`src/rtl/uart_mmio_pkg.sv`:
```
// Shared constants for the UART MMIO controller: register offsets, CON bit
// positions and the TX sequencer state encoding.
package uart_mmio_pkg;

   localparam logic [31:0] OFS_TXD = 32'd0;
   localparam logic [31:0] OFS_RXD = 32'd4;
   localparam logic [31:0] OFS_CON = 32'd8;

   localparam int CON_TX_IE    = 0;
   localparam int CON_RX_IE    = 1;
   localparam int CON_RX_READY = 2;
   localparam int CON_TX_FULL  = 3;
   localparam int CON_TX_DONE  = 4;
   localparam int CON_RX_OVR   = 5;
   localparam int CON_TX_OVR   = 6;

   typedef enum logic [1:0] {
      ST_IDLE      = 2'd0,
      ST_LAUNCH    = 2'd1,
      ST_WAIT_BUSY = 2'd2,
      ST_WAIT_DONE = 2'd3
   } tx_state_e;

endpackage

```
`src/rtl/uart_mmio_ctrl_sync_fifo.sv`:
```
// Single-clock FIFO with combinational head. A push into a full FIFO is
// accepted only when a pop frees a slot in the same cycle.
module sync_fifo #(
   parameter int WIDTH = 8,
   parameter int DEPTH = 4
) (
   input  logic                     clk,
   input  logic                     reset,
   input  logic                     push,
   input  logic [WIDTH-1:0]         din,
   input  logic                     pop,
   output logic [WIDTH-1:0]         dout,
   output logic                     full,
   output logic                     empty,
   output logic [$clog2(DEPTH):0]   count
);

   localparam int AW = $clog2(DEPTH);

   logic [WIDTH-1:0] mem [DEPTH];
   logic [AW-1:0]    wr_ptr;
   logic [AW-1:0]    rd_ptr;
   logic             do_push;
   logic             do_pop;

   assign full    = (count == (AW+1)'(DEPTH));
   assign empty   = (count == '0);
   assign dout    = mem[rd_ptr];
   assign do_pop  = pop & ~empty;
   assign do_push = push & (~full | do_pop);

   always_ff @(posedge clk) begin
      if (reset) begin
         wr_ptr <= '0;
         rd_ptr <= '0;
         count  <= '0;
      end else begin
         if (do_push) begin
            mem[wr_ptr] <= din;
            wr_ptr      <= wr_ptr + 1'b1;
         end
         if (do_pop)
            rd_ptr <= rd_ptr + 1'b1;
         if (do_push && !do_pop)
            count <= count + 1'b1;
         else if (do_pop && !do_push)
            count <= count - 1'b1;
      end
   end

endmodule

```
`src/rtl/uart_mmio_ctrl.sv`:
```
// Memory-mapped UART controller: TXD/RXD/CON decode, RX and TX FIFOs, sticky
// status, the TX launch sequencer and a registered level interrupt.
module uart_mmio_ctrl
   import uart_mmio_pkg::*;
#(
   parameter logic [31:0] BASE_ADDR  = 32'h40000018,
   parameter int          FIFO_DEPTH = 4
) (
   input  logic        clk,
   input  logic        reset,
   input  logic [31:0] addr,
   input  logic [31:0] wdata,
   input  logic        wr_en,
   input  logic        rd_en,
   output logic [31:0] rdata,
   input  logic        rx_valid,
   input  logic [7:0]  rx_data,
   input  logic        tx_busy,
   output logic        tx_start,
   output logic [7:0]  tx_data,
   output logic        irq,
   output tx_state_e   dbg_state
);

   localparam int CW = $clog2(FIFO_DEPTH) + 1;

   tx_state_e state;
   logic      sel_txd, sel_rxd, sel_con;
   logic      txd_wr, con_wr, rxd_rd, con_rd;
   logic      rx_pop, rx_full, rx_empty, tx_pop, tx_full, tx_empty;
   logic [7:0] rx_head, tx_head;
   logic [CW-1:0] unused_rx_count, unused_tx_count;
   logic      unused_wdata;
   logic      tx_ie, rx_ie, tx_done, rx_ovr, tx_ovr;
   logic      tx_done_set, rx_ovr_set, tx_ovr_set;

   assign sel_txd = (addr == BASE_ADDR + OFS_TXD);
   assign sel_rxd = (addr == BASE_ADDR + OFS_RXD);
   assign sel_con = (addr == BASE_ADDR + OFS_CON);
   assign txd_wr  = wr_en & sel_txd;
   assign con_wr  = wr_en & sel_con;
   assign rxd_rd  = rd_en & sel_rxd;
   assign con_rd  = rd_en & sel_con;
   assign unused_wdata = ^wdata[31:8];

   assign rx_pop      = rxd_rd & ~rx_empty;
   assign tx_pop      = (state == ST_LAUNCH);
   assign rx_ovr_set  = rx_valid & rx_full & ~rx_pop;
   assign tx_ovr_set  = txd_wr & tx_full & ~tx_pop;
   assign tx_done_set = (state == ST_WAIT_DONE) & ~tx_busy;
   assign dbg_state   = state;

   sync_fifo #(.WIDTH(8), .DEPTH(FIFO_DEPTH)) u_rx_fifo (
      .clk(clk), .reset(reset), .push(rx_valid), .din(rx_data), .pop(rx_pop),
      .dout(rx_head), .full(rx_full), .empty(rx_empty), .count(unused_rx_count)
   );

   sync_fifo #(.WIDTH(8), .DEPTH(FIFO_DEPTH)) u_tx_fifo (
      .clk(clk), .reset(reset), .push(txd_wr), .din(wdata[7:0]), .pop(tx_pop),
      .dout(tx_head), .full(tx_full), .empty(tx_empty), .count(unused_tx_count)
   );

   always_comb begin
      rdata = '0;
      if (sel_rxd && !rx_empty)
         rdata = {24'b0, rx_head};
      else if (sel_con)
         rdata = {25'b0, tx_ovr, rx_ovr, tx_done, tx_full, ~rx_empty, rx_ie, tx_ie};
   end

   // A set event in the same cycle as a clearing CON read keeps the bit high.
   always_ff @(posedge clk) begin
      if (reset) begin
         tx_ie   <= 1'b0;
         rx_ie   <= 1'b0;
         tx_done <= 1'b0;
         rx_ovr  <= 1'b0;
         tx_ovr  <= 1'b0;
         irq     <= 1'b0;
      end else begin
         if (con_wr) begin
            tx_ie <= wdata[CON_TX_IE];
            rx_ie <= wdata[CON_RX_IE];
         end
         tx_done <= tx_done_set | (tx_done & ~con_rd);
         rx_ovr  <= rx_ovr_set  | (rx_ovr  & ~con_rd);
         tx_ovr  <= tx_ovr_set  | (tx_ovr  & ~con_rd);
         irq     <= (rx_ie & ~rx_empty) | (tx_ie & tx_done);
      end
   end

   // Handshake with uart_tx: tx_start pulses for one cycle with tx_data valid;
   // tx_data stays stable until uart_tx raises and then drops tx_busy.
   always_ff @(posedge clk) begin
      if (reset) begin
         state    <= ST_IDLE;
         tx_start <= 1'b0;
         tx_data  <= 8'h00;
      end else begin
         tx_start <= 1'b0;
         case (state)
            ST_IDLE: if (!tx_empty && !tx_busy) begin
               state    <= ST_LAUNCH;
               tx_start <= 1'b1;
               tx_data  <= tx_head;
            end
            ST_LAUNCH:    state <= ST_WAIT_BUSY;
            ST_WAIT_BUSY: if (tx_busy)  state <= ST_WAIT_DONE;
            ST_WAIT_DONE: if (!tx_busy) state <= ST_IDLE;
            default:      state <= ST_IDLE;
         endcase
      end
   end

endmodule

```
`config.mk`:
```
export PLATFORM = sky130hd
export DESIGN_NAME = uart_mmio_ctrl
export DESIGN_NICKNAME = d
export VERILOG_FILES = /design/src/rtl/uart_mmio_pkg.sv /design/src/rtl/uart_mmio_ctrl_sync_fifo.sv /design/src/rtl/uart_mmio_ctrl.sv
export SDC_FILE = /design/constraint.sdc
export NUM_CORES = 1
export LEC_CHECK = 0
export CORE_ASPECT_RATIO = 0.9
export CORE_MARGIN = 8
export CORE_UTILIZATION = 48
export CTS_CLUSTER_DIAMETER = 60
export CTS_CLUSTER_SIZE = 20
export DETAILED_ROUTE_END_ITERATION = 7
export HOLD_SLACK_MARGIN = 0.05
export PLACE_DENSITY = 0.8
export SLEW_MARGIN = 20
export SYNTH_ARGS = -nofsm -noshare
export SYNTH_HDL_FRONTEND = slang
export SYNTH_SLANG_ARGS = --single-unit
```
`constraint.sdc`:
```
create_clock -name clk -period 3.7 [get_ports clk]
set_input_delay 0.74 -clock clk [delete_from_list [all_inputs] [get_ports clk]]
set_output_delay 0.74 -clock clk [all_outputs]
set_load 0.01 [all_outputs]
```
==> results.yml <==
setup_path:
  required_ns: 2.96
  crit_chain: "clkdlybuf4s50_1, or4b_2, or4_1, o22ai_1, dlygate4sd2_1"
  critical_path_class: "in2out"
  rrSetupSlack_ns: 1.06
  reg2reg_from: "u_rx_fifo.count[0]"
  rr_endpoint: "u_rx_fifo.count[2]"
  worstPathArrival_ns: 2.90
  cp_max_fo: 2
  cp_top_family: "simple AND/OR/NAND/NOR gates"
  critPathMaxStageDelay_ns: 0.68
  crit_buf_inv: 2
  slowest_stage: "or4b_2"
  end_kind: "output pin"
  reg2reg_depth: 11
  crit_end: "rdata[3]"
  startpoint_type: "input port"
  critPathLaunch: "addr[2]"
  crit_cells: 5
global_route:
  grt_pass1_wl_um: 13990
  track_usage: 0.1465
  grt_pass1_vias: 2911
  antenna_found_initial: 0
  grt_max_degree: 30
  grt_overflow: 0
routing:
  drc: 0
  viasPerCell: 5.057
  wl_per_cell_um: 16.33
  dr_total_vias: 2756
  ant_nets: 0
  drt-total-wl_um: 8899
  drt_pre_antenna_iters: 4
  dr.first_iter.drc_count: 129
placement:
  place_congestion: 0.7350
  pre_cts_ws_ns: -0.1907
  placed_cells: 528
  port_buffers: 73
  postPlaceCellArea_um2: 5259
  dpl.hpwl_um: 6685
run_status:
  status: "complete, no violations"
floorplan:
  initial_utilization: 0.4882
  core_um2: 9042
  fp.dieArea_um2: 12530
  die_x_um: 117.1
  rows: 33
  ios: 122
  die-height_um: 107.0
power_and_ir_drop:
  ir_worst_vdd_mv: 0.1885
  intPower_mw: 1.548
  p_switching_mw: 0.4990
  clkPwrFrac: 0.298
  seq_power_share: 0.589
  switching_share: 0.2437
  p_leak_nw: 1.978
  p_per_area_nw_per_um2: 376.3
  pwr-share-comb: 0.113
cts:
  cts_buffers: 9
  clock-root-buffer: "clkbuf_8"
  cts_buffer_depth: 2
  cts_tree: "built"
  clock-sinks: 97
  clk_pin_slew_ns: 0.10
  cts_hold_buf: 0
  clk_latency_ns: 0.36
  cts.htree.levels: 3
yosys:
  avgSynthCellArea_um2: 13.34
  synth_edf_count: 64
  synth_area_um2: 4414
  synthFlopType: "edfxtp_1"
  ys_ff_latch: 97
  ys_types: 46
  ys_seq_area_frac: 0.5850
  synthCells: 331
  yosys_warnings: 0
  postSynth.asyncResetShare: 0
finish:
  synthToLayoutAreaGrowth_pct: 23.24
  design_area_um2: 5440
  diodes: 0
  fin_util: 0.6016
  drive_gt1_frac: 0.1466
  layout_commonest_cell: "clkdlybuf4s50_1"
  final_cells: 545
  final_cell_mix: "65 x clkdlybuf4s50_1, 64 x edfxtp_1, 33 x dfxtp_1, 28 x nand2_1, 24 x conb_1"
  multi_input_area_um2: 1627
  nets: 513
  fill_cells: 721
  seqCellArea_um2: 2582
timing:
  fmax_mhz: 274.5
  setup_viol: 0
  slew_viol_final: 0
  period_needed_ns: 3.643
  fin_ws_ns: 0.05733
  worst_hold_slack_ns: 0.4582
  worst_pin_slew_ns: 0.6015
  hold_violations: 0
  period_share: 0.9845
  slew_headroom: 0.5985
  clock_skew_ns: 0.01384
  rsz0062_at_grt: "no"
worst_hold_path:
  hp-class: "reg2reg"
flow_run:
  drv_cap: 0
[worst reg2reg max path: stages, from the launching register on]
cell and delay, ns:
dfxtp_1 0.43, or3_1 0.23, nand3_1 0.11, or3_4 0.35, a21bo_4 0.22, inv_1 0.05, ha_1 0.15, inv_1 0.05
fa_1 0.37, xor2_1 0.17, or3_1 0.30, a21oi_1 0.14
[sequential cells by signal, indices dropped and copies added, names as in the netlist, 2 cells and up, named ones only]
register / count
dbg_state: 2
tx_data: 8
u_rx_fifo.count: 3
u_rx_fifo.mem: 32
u_rx_fifo.rd_ptr: 2
u_rx_fifo.wr_ptr: 2
u_tx_fifo.count: 3
u_tx_fifo.mem: 32
u_tx_fifo.rd_ptr: 2
u_tx_fifo.wr_ptr: 2
[layout make-up]
| class | instances | share of cell area |
|---|---|---|
| clock buffers | 10 | 0.02346 |
| clock inverters | 6 | 0.007820 |
| inverters | 19 | 0.01311 |
| multi-input cells | 203 | 0.2990 |
| flip-flops and latches | 97 | 0.4747 |
| well taps | 122 | 0.02806 |
| repair buffers | 88 | 0.1539 |
[synth_stat cells, types with 2 or more instances]
library cell	instances	area (um^2)
edfxtp_1	64	1922
dfxtp_1	33	660.6
nand2_1	28	105.1
buf_4	24	180.2
nor2_1	20	75.07
inv_1	19	71.32
a21oi_1	17	85.08
mux4_2	16	360.4
ha_1	15	187.7
o21ai_0	13	65.06
clkbuf_1	8	30.03
or3_1	6	37.54
xor2_1	6	52.55
and2_1	5	31.28
nand2b_1	5	31.28
and3_1	4	25.02
mux2i_1	4	40.04
nand3_1	4	20.02
nor2b_1	4	25.02
nor4_4	4	85.08
nor4_2	3	37.54
fa_1	2	40.04
nor3_1	2	10.01
or4_1	2	15.01
xnor2_1	2	17.52
[worst min-delay path by stage]
stage	from	to	slack [ns]	cells after the start
4_1_cts	tx_data[2]	tx_data[2]	0.46	2
2_1_floorplan	tx_ovr	tx_ovr	0.45	2
6_report	tx_data[6]	tx_data[6]	0.46	2
5_1_grt	tx_data[6]	tx_data[6]	0.49	2
3_5_place_dp	tx_data[2]	tx_data[2]	0.45	2
3_3_place_gp	tx_data[7]	tx_data[7]	0.45	2
[cell families after synthesis]
logic type	share of synthesized area
DFF	0.5850
adders and majority gates	0.05159
muxes	0.09666
xor gates and xnor gates	0.01587
buffers and inverters	0.06831
and+or+nand+nor	0.1355
AOI/OAI and AO/OA	0.04621
other	0.0008495
[routing by layer]
metal	GRT usage	vias to the layer above	share of wire
li1	-	1320	-
met1	0.1722	1316	0.39
met2	0.2390	111	0.50
met3	0.05281	9	0.090
met4	0.05845	0	0.012
met5	0	-	0
[repair_timing]
| action | 4_1_cts | 5_1_grt |
|---|---|---|
| hold endpoints to repair | 0 | 0 |
| setup endpoints to repair | 8 | 1 |
| buffers inserted | 0 | 1 |
| gates resized for setup | 8 | 2 |
| pin swaps | 0 | 2 |
[power groups by stage]
stage	sequential [mW]	combinational, mW	clock [mW]
2_1_floorplan	1.23	0.135	0
3_3_place_gp	1.23	0.216	0
3_5_place_dp	1.23	0.227	0
4_1_cts	1.20	0.229	0.616
5_1_grt	1.21	0.254	0.665
6_report	1.21	0.231	0.611
[stage by stage]
step	total power [mW]	setup TNS, ns
final	2.047	0
after global routing	2.128	0
after CTS	2.050	0
after detailed placement	1.457	-1.134
after global placement	1.442	-1.034
after floorplan	1.360	0
Power figures use the tool's default switching activity.
